### src/rtl/types_pkg.sv
// Shared types for the frame swap controller: swap policy and per-buffer ownership state.
package types_pkg;

  typedef enum logic [1:0] {
    SWAP_FIFO      = 2'd0,
    SWAP_LATEST    = 2'd1,
    SWAP_IMMEDIATE = 2'd2
  } swap_mode_t;

  typedef enum logic [1:0] {
    BUF_FREE    = 2'd0,
    BUF_DRAWING = 2'd1,
    BUF_READY   = 2'd2,
    BUF_DISPLAY = 2'd3
  } buffer_state_t;

  // The unused encoding 3 behaves as SWAP_FIFO.
  function automatic swap_mode_t decode_mode(input logic [1:0] m);
    return (m == 2'd3) ? SWAP_FIFO : swap_mode_t'(m);
  endfunction

endpackage

### src/rtl/frame_swap_controller_buffer_index_queue.sv
// Completion-ordered queue of READY buffer indices; slot 0 is always the oldest entry.
module buffer_index_queue #(
  parameter int DEPTH = 2,
  parameter int IDX_W = 2
) (
  input  logic             clk_system,
  input  logic             rstn_system,
  input  logic             push,
  input  logic [IDX_W-1:0] push_idx,
  input  logic             pop_oldest,
  input  logic             pop_newest,
  input  logic             flush,
  output logic [IDX_W-1:0] oldest_idx,
  output logic [IDX_W-1:0] newest_idx,
  output logic [IDX_W:0]   count
);

  localparam int CW = IDX_W + 1;

  logic [IDX_W-1:0] slot     [DEPTH];
  logic [IDX_W-1:0] slot_nxt [DEPTH];
  logic [CW-1:0]    count_nxt;

  // Push is applied before the pops so a same-cycle push is visible to a pop.
  always_comb begin
    slot_nxt  = slot;
    count_nxt = count;
    if (push && count_nxt < CW'(DEPTH)) begin
      for (int i = 0; i < DEPTH; i++)
        if (CW'(i) == count_nxt) slot_nxt[i] = push_idx;
      count_nxt = count_nxt + 1'b1;
    end
    if (pop_oldest && count_nxt != '0) begin
      for (int i = 0; i < DEPTH - 1; i++) slot_nxt[i] = slot_nxt[i+1];
      count_nxt = count_nxt - 1'b1;
    end
    if (pop_newest && count_nxt != '0) count_nxt = count_nxt - 1'b1;
    if (flush) count_nxt = '0;
  end

  always_comb begin
    newest_idx = slot[0];
    for (int i = 0; i < DEPTH; i++)
      if (CW'(i + 1) == count) newest_idx = slot[i];
  end

  assign oldest_idx = slot[0];

  always_ff @(posedge clk_system or negedge rstn_system) begin
    if (!rstn_system) count <= '0;
    else              count <= count_nxt;
  end

  always_ff @(posedge clk_system) begin
    slot <= slot_nxt;
  end

endmodule

### src/rtl/frame_swap_controller.sv
// Multi-buffer frame swap controller: hands buffers to the drawer and swaps the display per policy.
module frame_swap_controller
  import types_pkg::*;
#(
  parameter int NUM_BUFFERS = 3,
  parameter int IDX_W       = 2,
  parameter int CNT_W       = 16
) (
  input  logic             clk_system,
  input  logic             rstn_system,
  input  logic [1:0]       mode,
  input  logic             vsync_pulse,
  input  logic             frame_done,
  output logic             draw_start,
  output logic [IDX_W-1:0] draw_idx,
  output logic [IDX_W-1:0] disp_idx,
  output logic             swap_pulse,
  output logic [IDX_W:0]   ready_count,
  output logic [CNT_W-1:0] dropped_count
);

  localparam int CW = IDX_W + 1;
  localparam logic [1:0] ST_IDLE    = 2'd0;
  localparam logic [1:0] ST_ACQUIRE = 2'd1;
  localparam logic [1:0] ST_START   = 2'd2;
  localparam logic [1:0] ST_DRAWING = 2'd3;

  function automatic logic [CNT_W-1:0] sat_add(input logic [CNT_W-1:0] a, input logic [CW-1:0] b);
    logic [CNT_W:0] sum;
    sum = {1'b0, a} + (CNT_W + 1)'(b);
    return sum[CNT_W] ? '1 : sum[CNT_W-1:0];
  endfunction

  logic [1:0]       st, st_nxt;
  buffer_state_t    bs     [NUM_BUFFERS];
  buffer_state_t    bs_nxt [NUM_BUFFERS];
  swap_mode_t       mode_eff;
  logic             fd_valid, push, imm_fire, swap_fire, latest_swap, any_swap;
  logic             claim, steal, free_found;
  logic [IDX_W-1:0] free_idx, q_oldest, q_newest, eff_oldest, eff_newest, new_disp;
  logic [CW-1:0]    q_count, eff_count, drop_inc;

  always_comb begin
    free_found = 1'b0;
    free_idx   = '0;
    for (int i = NUM_BUFFERS - 1; i >= 0; i--)
      if (bs[i] == BUF_FREE) begin
        free_found = 1'b1;
        free_idx   = IDX_W'(i);
      end
  end

  // A just-finished frame counts as queued for a vsync in the same cycle.
  always_comb begin
    mode_eff    = decode_mode(mode);
    fd_valid    = frame_done && (st == ST_DRAWING);
    push        = fd_valid && (mode_eff != SWAP_IMMEDIATE);
    imm_fire    = fd_valid && (mode_eff == SWAP_IMMEDIATE);
    eff_count   = q_count + CW'(push);
    swap_fire   = vsync_pulse && (mode_eff != SWAP_IMMEDIATE) && (eff_count != '0);
    latest_swap = swap_fire && (mode_eff == SWAP_LATEST);
    any_swap    = swap_fire || imm_fire;
    eff_oldest  = (q_count == '0) ? draw_idx : q_oldest;
    eff_newest  = push ? draw_idx : q_newest;
    claim       = (st == ST_ACQUIRE) && !any_swap && free_found;
    steal       = (st == ST_ACQUIRE) && !any_swap && !free_found &&
                  (mode_eff != SWAP_FIFO) && (q_count != '0);
    case (mode_eff)
      SWAP_LATEST:    new_disp = eff_newest;
      SWAP_IMMEDIATE: new_disp = draw_idx;
      default:        new_disp = eff_oldest;
    endcase
    drop_inc = '0;
    if (steal)            drop_inc = CW'(1);
    else if (imm_fire)    drop_inc = q_count;
    else if (latest_swap) drop_inc = eff_count - 1'b1;
  end

  always_comb begin
    bs_nxt = bs;
    if (push) bs_nxt[draw_idx] = BUF_READY;
    if (imm_fire || latest_swap)
      for (int i = 0; i < NUM_BUFFERS; i++)
        if (bs_nxt[i] == BUF_READY) bs_nxt[i] = BUF_FREE;
    if (any_swap) begin
      bs_nxt[disp_idx] = BUF_FREE;
      bs_nxt[new_disp] = BUF_DISPLAY;
    end
    if (claim) bs_nxt[free_idx] = BUF_DRAWING;
    if (steal) bs_nxt[q_oldest] = BUF_DRAWING;
  end

  always_comb begin
    st_nxt = st;
    case (st)
      ST_IDLE:    st_nxt = ST_ACQUIRE;
      ST_ACQUIRE: if (claim || steal) st_nxt = ST_START;
      ST_START:   st_nxt = ST_DRAWING;
      ST_DRAWING: if (fd_valid) st_nxt = ST_ACQUIRE;
      default:    st_nxt = ST_IDLE;
    endcase
  end

  buffer_index_queue #(
    .DEPTH (NUM_BUFFERS - 1),
    .IDX_W (IDX_W)
  ) u_ready_queue (
    .clk_system  (clk_system),
    .rstn_system (rstn_system),
    .push        (push),
    .push_idx    (draw_idx),
    .pop_oldest  ((swap_fire && (mode_eff == SWAP_FIFO)) || steal),
    .pop_newest  (1'b0),
    .flush       (imm_fire || latest_swap),
    .oldest_idx  (q_oldest),
    .newest_idx  (q_newest),
    .count       (q_count)
  );

  assign ready_count = q_count;

  always_ff @(posedge clk_system or negedge rstn_system) begin
    if (!rstn_system) begin
      st            <= ST_IDLE;
      draw_idx      <= IDX_W'(1);
      disp_idx      <= '0;
      draw_start    <= 1'b0;
      swap_pulse    <= 1'b0;
      dropped_count <= '0;
      for (int i = 0; i < NUM_BUFFERS; i++)
        bs[i] <= (i == 0) ? BUF_DISPLAY : BUF_FREE;
    end else begin
      st            <= st_nxt;
      bs            <= bs_nxt;
      draw_start    <= (st == ST_START);
      swap_pulse    <= any_swap;
      dropped_count <= sat_add(dropped_count, drop_inc);
      if (any_swap) disp_idx <= new_disp;
      if (claim)      draw_idx <= free_idx;
      else if (steal) draw_idx <= q_oldest;
    end
  end

endmodule

### config.mk
export PLATFORM = sky130hd
export DESIGN_NAME = frame_swap_controller
export DESIGN_NICKNAME = d
export VERILOG_FILES = /design/src/rtl/types_pkg.sv /design/src/rtl/frame_swap_controller_buffer_index_queue.sv /design/src/rtl/frame_swap_controller.sv
export SDC_FILE = /design/constraint.sdc
export NUM_CORES = 1
export LEC_CHECK = 0
export CAP_MARGIN = 20
export CORE_MARGIN = 5
export CORE_UTILIZATION = 45
export DETAILED_ROUTE_END_ITERATION = 8
export PLACE_DENSITY = 0.67
export SLEW_MARGIN = 10
export SYNTH_ARGS = -nofsm -noshare
export SYNTH_HDL_FRONTEND = slang
export SYNTH_SLANG_ARGS = --single-unit
### constraint.sdc
create_clock -name clk_system -period 4.2 [get_ports clk_system]
set_input_delay 0.63 -clock clk_system [delete_from_list [all_inputs] [get_ports clk_system]]
set_output_delay 0.63 -clock clk_system [all_outputs]
set_load 0.05 [all_outputs]
# Word-level counts from Yosys, hierarchy flattened
# Cells that the tools add are included.
# word_totals
register_bits	37
inputBits	6
output_inout_bits	25
wordCells	141
# op_classes
n_addsub	5
order_cmp	11
n_eq_ne	14
muxes	44
n_bitwise	17
n_reduce_logical	38
# ops
op	count
2-bit 2-to-1 mux	21
6-bit 2-to-1 mux	5
2-bit demux with 2-bit select	5
1-bit logical AND	19
3-bit 2-to-1 mux	6
16-bit by 3-bit adder with 17-bit output	1
16-bit 2-to-1 mux	1
3-bit >= comparator, second input constant	5
3-bit by 1-bit less-than comparator with 1-bit output, second input constant	5
2-bit NOT with 3-bit output	5
2-bit == test, second input constant	7
2-bit logical NOT	5
3-bit bitwise AND	3
3-bit NOT	3
3-bit bitwise OR	3
3-bit nonzero test	3
2-bit one-hot mux with 4 select lines	1
6-bit bitwise AND	1
6-bit NOT	1
6-bit bitwise OR	1
2-bit nonzero test	3
3-bit by 1-bit subtractor with 3-bit output, second input constant	2
2-bit by 1-bit == test with 1-bit output, second input constant	2
1-bit logical OR	4
other kinds (13)	17

# Depth between registers and ports, before layout
# Gate-level depths: netlist of run 1.
# depth
ltp_word	18
ltp_mapped	19

# Modules after synthesis
# From an unflattened synthesis of run 1, not the netlist that was laid out.
# hier_totals
cells_unflattened	266
area_unflattened_um2	2527.4
# by_module_without_submodules
mod	instances	cells_per_inst	area_each_um2
frame_swap_controller	1	213	1945.6
buffer_index_queue	1	53	581.8

# Least setup slack after synthesis of run 1
# Ideal clock, no wire load.
# synth_timing
path_kind	input port to flip-flop
startpoint	input port mode[0]
endpoint	register dropped_count[10]
setup_ns	0.142
arrival_ns	3.898
slack_ns	0.160
path_stages	19
cell_sequence	inv_1 > ha_1 > nand3b_4 > nor2_1 > ha_1 > inv_1 > ha_1 > and3b_1 > a32oi_4 > nor3_4 > a21o_1 > ha_1 > fa_1 > a21o_1 > nand2b_1 > nor2_1 > nand3_1 > clkbuf_1 > o21ai_0
# synth_via
elab_chain_cells	16
# synth_rtl
element	line_no	rtl
start: declaration	frame_swap_controller.sv:11	input logic [1:0] mode,
2-bit == test	types_pkg.sv:19	return (m == 2'd3) ? SWAP_FIFO : swap_mode_t'(m);
2-bit 2-to-1 mux (*)	types_pkg.sv:19	
branches (longest 11 deep; another with 3-bit by 1-bit adder with 3-bit output)	-	
3-bit 2-to-1 mux (*)	frame_swap_controller.sv:74	if (steal) drop_inc = CW'(1);
16-bit by 3-bit adder with 17-bit output (*)	frame_swap_controller.sv:30	sum = {1'b0, a} + (CNT_W + 1)'(b);
16-bit 2-to-1 mux (*)	frame_swap_controller.sv:31	return sum[CNT_W] ? '1 : sum[CNT_W-1:0];
end signal: assignment	frame_swap_controller.sv:137	dropped_count <= sat_add(dropped_count, drop_inc);
end: declaration	frame_swap_controller.sv:19	output logic [CNT_W-1:0] dropped_count
# Every way passes the cells marked *.
# A chain may end at the register's enable or synchronous reset.

# Final worst setup path of run 1
# layout_timing
startpoint	input port mode[0]
endpoint	register dropped_count[13]
# Same word-level chain as after synthesis.

==> results.json, run 1 <==
{
  "grt.total_usage": 0.160,
  "clock_sinks": 37,
  "grt_start_max_net_pins": 34,
  "via_per_inst": 5.18,
  "first_iter_violations": 81,
  "period_needed_ns": 3.93,
  "seq_area_frac_synth": 0.389,
  "postCtsHoldBufs": 0,
  "rsz0062_at_grt": "no",
  "die-area_um2": 6870,
  "synth_warnings": 0,
  "rrSetupSlack_ns": 0.62,
  "vias": 1906,
  "synth_area_per_cell_um2": 9.53,
  "hold_viol": 0,
  "clk_pin_slew_ns": 0.07,
  "drive_gt1_frac": 0.134,
  "die_h_um": 82.9,
  "ys_ff_latch": 37,
  "syn_nets": 275,
  "hold_ws_ns": 0.510,
  "antenna_found_initial": 0,
  "fin_crit_sh": 0.935,
  "synth.distinct_cells": 55,
  "num-nets-final": 321,
  "coreArea_um2": 5140,
  "io_buffers": 30,
  "grt_pass1_wl_um": 9340,
  "cap_viol_max_count": 0,
  "diodes": 0,
  "finalWirelength_um": 5110,
  "core.rowCount": 26,
  "clock_path_buffers": 2,
  "netlist_instances": 251,
  "synth-async-reset-ratio": 0.892,
  "drc": 0,
  "ant_nets": 0,
  "fin_tns_setup_ns": 0,
  "cts_tree": "done",
  "slew_violations": 0,
  "fmax_mhz": 255,
  "fin_ws_ns": 0.272,
  "synth_flop_cell": "dfrtp_1",
  "p_total_mw": 2.21,
  "cp_max_fo": 4,
  "outcome": "complete, no violations",
  "path_class": "in2reg",
  "areaGrowthSynthToFinish_pct": 24.0,
  "dpl.cell_count": 360,
  "worst_hold_path_type": "reg2reg",
  "stdcell_area_um2": 2970,
  "syn_area_um2": 2390,
  "arrival_ns": 4.11,
  "dp_hpwl_um": 3910,
  "initial_core_util": 0.465,
  "clk_latency_ns": 0.29,
  "ios": 31,
  "overflow": 0,
  "ir_drop_mv": 0.474,
  "final_cells": 368,
  "dr.pass1.iters": 4,
  "clock_tree.root_cell": "clkbuf_8",
  "place_area_um2": 2850,
  "synth_edf_count": 2,
  "place_ws_ns": -0.0211,
  "htreeDepth": 2,
  "skew_ns": 0.00176,
  "wl_per_cell_um": 13.9,
  "required_ns": 4.38,
  "p_per_area_nw_per_um2": 746,
  "cts_buffers": 5,
  "routabilityCongestion": 0.842,
  "final_util": 0.577,
  "die_w_um": 82.9,
  "critPathLaunchType": "primary input",
  "grt_pass1_vias": 2046,
  "p_leak_nw": 1.38,
  "max_slew_margin": 0.658,
  "tightest_slew_ns": 0.511,
  "cp-end-kind": "flip-flop",
  "finalSetupViolCount": 0
}
flip-flops by register name, indices dropped and copies added (netlist names):
register,cells
bs,6
disp_idx,2
draw_idx,2
draw_start,1
dropped_count,16
st,2
swap_pulse,1
u_ready_queue.count,3
u_ready_queue.oldest_idx,2
u_ready_queue.slot,2
critical path, cell delays in order:
cell             delay (ns)
clkdlybuf4s50_1        0.48
inv_1                  0.05
ha_1                   0.21
nand3b_4               0.18
nor2_1                 0.11
ha_1                   0.12
inv_1                  0.05
ha_1                   0.19
and3b_1                0.19
a32oi_4                0.23
nor3_4                 0.09
a21o_1                 0.17
ha_1                   0.20
fa_1                   0.38
a21o_1                 0.22
nand2b_1               0.11
nor2_1                 0.07
nand3_1                0.11
nand2_1                0.06
mux2_2                 0.25
repair_timing:
action / 4_1_cts / 5_1_grt
endpoints found under the setup margin: 0 / 2
buffers inserted: 0 / 0
gates resized for setup: 0 / 1
worst paths after layout:
kind | startpoint | to | depth (start not counted)
min in group asynchronous | rstn_system | draw_start | 2
worst min-delay path | u_ready_queue.slot[1] | u_ready_queue.slot[1] | 1
worst min register to register | u_ready_queue.slot[1] | u_ready_queue.slot[1] | 1
worst max-delay path | mode[0] | dropped_count[13] | 20
max in group asynchronous | rstn_system | bs[4] | 2
worst max register to register | st[1] | dropped_count[13] | 18
report_power, final:
part	internal, mW	total (mW)	switching, mW
clock	0.178	0.310	0.132
sequential	0.502	0.649	0.148
combinational	0.508	1.25	0.745
synth_stat cells, types with 3 or more instances:
library cell / instances / share of area
mux2_2: 5 / 0.024
a21oi_1: 12 / 0.025
o21ai_0: 14 / 0.029
nor2_1: 21 / 0.033
mux2i_1: 5 / 0.021
inv_1: 11 / 0.017
xnor2_1: 8 / 0.029
ha_1: 17 / 0.089
a21o_1: 4 / 0.013
and3_1: 5 / 0.013
nor2b_1: 7 / 0.018
nor3_1: 8 / 0.017
nand3_1: 8 / 0.017
xor2_1: 6 / 0.022
nand2b_1: 10 / 0.026
o22ai_1: 3 / 0.0078
dfstp_2: 3 / 0.033
nand2_1: 31 / 0.049
dfrtp_1: 30 / 0.31
cells in the final DEF (no fill, tap or decap), types with 2 or more instances in the layout:
cell,instances
nand2_1,31
dfrtp_1,30
clkdlybuf4s50_1,30
nor2_1,21
ha_1,17
o21ai_0,14
a21oi_1,12
inv_1,11
nand2b_1,10
buf_4,10
xnor2_1,8
nor3_1,8
nand3_1,8
nor2b_1,7
xor2_1,6
mux2_2,5
mux2i_1,5
and3_1,5
clkbuf_8,5
a21o_1,4
o22ai_1,3
dfstp_2,3
o211ai_1,2
or2_2,2
a31oi_1,2
nand3b_1,2
o31ai_1,2
edfxtp_1,2
dfxtp_1,2
area by class of cell:
type	instances	area (µm²)
Clock inverter	2	38.8
Sequential cell	37	930
Tap cell	70	87.6
Timing Repair Buffer	41	387
Clock buffer	6	72.6
Fill cell	488	2170
Inverter	11	41.3
Multi-Input combinational cell	201	1410
cells by family after synthesis:
logic type / after synthesis / synth area share
and+or+nand+nor: 106 / 0.233
DFF: 37 / 0.389
AOI/OAI and AO/OA: 52 / 0.156
adders and majority gates: 18 / 0.0973
buffers and inverters: 13 / 0.0220
muxes: 10 / 0.0445
xor gates and xnor gates: 15 / 0.0581
per-layer routing:
layer  track usage  wire [µm]  vias to the layer above
met5             0          0                        -
met4        0.0253         21                        0
met3        0.0446        186                        2
met2         0.284       2540                       26
met1         0.196       2360                      900
li1              -          -                      978
Power figures use the tool's default switching activity.
==> run 2: changes to the inputs <==
- CAP_MARGIN: 20 -> 0
==> results of run 2 <==
Same layout as run 1: the final DEF is identical, and so are final timing and power.
==> run 3: changes to the inputs <==
- ABC_AREA: not set -> 1
- ABC_CLOCK_PERIOD_IN_PS: not set -> 4200
- CORE_MARGIN: 5 -> 2
==> run 3 against run 2 <==
Net effect: maximum frequency rose by 0.57%; global-route usage is 3.5 points higher; sequential power shrank 1%; largest cell class unchanged; synthesized cell count is 35% higher; power decreased by 3.8%; combinational power is essentially flat; highest routed layer unchanged; non-clock buffer count is 8 lower; cell count grew 23%; clock power is 15% lower; register-to-register slack improved by 0.06 ns; first-iteration DRC count decreased by 30%; die area decreased by 9.5%.
==> results.json, run 3 <==
{
  "outcome": "complete, no violations",
  "critPathLaunchType": "primary input",
  "postCtsHoldBufs": 0,
  "grt.total_usage": 0.195,
  "finalSetupViolCount": 0,
  "htreeDepth": 2,
  "routabilityCongestion": 0.875,
  "ant_nets": 0,
  "synth_edf_count": 2,
  "top_register": "dropped_count",
  "fin_ws_ns": 0.294,
  "yosysMostFrequentCell": "nand2_1",
  "vias": 2244,
  "skew_ns": 0.00571,
  "netlist_instances": 340,
  "arrival_ns": 4.06,
  "fin_crit_sh": 0.930,
  "finalWirelength_um": 5520,
  "grt_pass1_wl_um": 9580,
  "coreArea_um2": 5470,
  "layout_common_cells": "nand2_1 (91), inv_1 (55), nand3_1 (33)",
  "clk_pin_slew_ns": 0.07,
  "die_h_um": 78.9,
  "grt_pass1_vias": 2089,
  "overflow": 0,
  "clock_tree.root_cell": "clkbuf_8",
  "critPathSlowestCell": "clkdlybuf4s50_1",
  "cp_top_family": "simple AND/OR/NAND/NOR gates",
  "p_total_mw": 2.13,
  "ir_drop_mv": 0.379,
  "synth_area_per_cell_um2": 7.42,
  "via_per_inst": 4.96,
  "post_cts_resized": 0,
  "p_leak_nw": 1.57,
  "synth-async-reset-ratio": 0.892,
  "seq_area_frac_synth": 0.369,
  "die_w_um": 78.9,
  "cp-end-kind": "flip-flop",
  "clock_path_buffers": 2,
  "dr.pass1.iters": 4,
  "rsz0062_at_grt": "no",
  "reg.largest.list": "dropped_count (16), bs (6), u_ready_queue.count (3)",
  "synth_flop_cell": "dfrtp_1",
  "ios": 31,
  "synth_area_leaders": "dfrtp_1 (30%), nand2_1 (14%), ha_1 (8.4%)",
  "critPathBufInv": 5,
  "die-area_um2": 6220,
  "synth_top_cells_by_count": "nand2_1 (91), inv_1 (55), nand3_1 (33)",
  "clock_sinks": 37,
  "place_ws_ns": 0.00856,
  "worst_hold_path_type": "reg2reg",
  "wl_per_cell_um": 12.2,
  "nFillCells": 532,
  "antenna_found_initial": 0,
  "fmax_mhz": 256,
  "yosys.area.top_type": "dfrtp_1",
  "cts_setup_buffers": 0,
  "largest_reg_flops": 16,
  "syn_nets": 364,
  "p_per_area_nw_per_um2": 704,
  "tightest_slew_ns": 0.504,
  "drive_gt1_frac": 0.118,
  "syn_area_um2": 2520,
  "drc": 0,
  "initial_core_util": 0.461,
  "cts_buffers": 5,
  "layout_commonest_cell": "nand2_1",
  "required_ns": 4.35,
  "cap_viol_max_count": 0,
  "core.rowCount": 27,
  "grt_start_max_net_pins": 34,
  "hold_viol": 0,
  "clk_latency_ns": 0.29,
  "synth_top_area_frac": 0.298,
  "areaGrowthSynthToFinish_pct": 19.9,
  "slew_violations": 0,
  "num-nets-final": 403,
  "path_class": "in2reg",
  "diodes": 0,
  "synth.distinct_cells": 32,
  "io_buffers": 30,
  "fin_tns_setup_ns": 0,
  "cpPeakStageDelay_ns": 0.50,
  "max_slew_margin": 0.663,
  "period_needed_ns": 3.91,
  "first_iter_violations": 57,
  "dp_hpwl_um": 4240,
  "synth_warnings": 0,
  "cp_max_fo": 6,
  "cts_tree": "done",
  "ys_ff_latch": 37
}
[run 3: cell types whose count changed after synthesis, sizes merged, moves of 11 or more]
cell,delta
nand2,+70
inv,+49
nand3,+29
nand2b,-11
[run 3: power by group]
part           leakage (nW)  switching [mW]  internal [mW]
logic                  1.09           0.805          0.419
clock network        0.0445           0.132          0.133
registers             0.436           0.137          0.503
[run 3: cell type report]
| cell class | instances | area, µm² | area share |
|---|---|---|---|
| Clock buffer | 7 | 86.3 | 0.0285 |
| Sequential cell | 37 | 930 | 0.307 |
| Clock inverter | 1 | 7.51 | 0.00248 |
| Inverter | 60 | 225 | 0.0745 |
| Multi-Input combinational cell | 242 | 1360 | 0.451 |
| Timing Repair Buffer | 33 | 323 | 0.107 |
| Tap cell | 72 | 90.1 | 0.0298 |
[run 3: through the flow]
step	cells	hold WS, ns	cell area (µm²)	utilization
final	452	0.509	3020	0.553
after global routing	452	0.560	3020	0.553
after CTS	452	0.513	3020	0.553
after detailed placement	444	0.497	2930	0.535
after global placement	444	0.498	2930	0.535
after floorplan	340	0.334	2520	-
[run 3: routing by layer]
metal  GRT usage  routed length (µm)  vias up
met5           0                   0        -
li1            -                   -     1149
met2       0.341                2740       37
met1       0.246                2550     1051
met4      0.0534                  78        0
met3      0.0375                 151        7
[run 3: worst reg2reg max path: stages, from the launching register on]
cell	delay, ns
dfrtp_1	0.42
ha_1	0.28
nand3_2	0.13
nor2_1	0.05
ha_1	0.27
inv_1	0.05
ha_1	0.18
nand3_2	0.08
nand2_2	0.11
inv_2	0.10
nand2_1	0.13
o21ai_0	0.18
o21a_1	0.20
fa_1	0.22
nand2_1	0.10
nand2_1	0.09
nand4_2	0.14
nor2_4	0.17
nand4_2	0.33
nand3_1	0.21
[run 3: worst paths after layout]
| check | from | endpoint | slack [ns] | depth (start not counted) |
|---|---|---|---|---|
| min in group asynchronous | rstn_system | dropped_count[3] | 0.74 | 2 |
| min reg2reg | dropped_count[15] | dropped_count[15] | 0.51 | 2 |
| max in group asynchronous | rstn_system | draw_idx[0] | 3.11 | 2 |
| max | mode[0] | dropped_count[15] | 0.29 | 25 |
| min | dropped_count[15] | dropped_count[15] | 0.51 | 2 |
| max reg2reg | st[0] | dropped_count[15] | 0.68 | 19 |
[run 3: cells by family (layout without fill, tap and decap cells)]
family                     count (synthesis)  count (layout)  synth area share
AOI/OAI and AO/OA                         33              33            0.0704
DFF                                       37              37             0.369
buffers and inverters                     61             101            0.0913
and+or+nand+nor                          183             183             0.350
adders and majority gates                 18              18            0.0923
xor gates and xnor gates                   8               8            0.0278
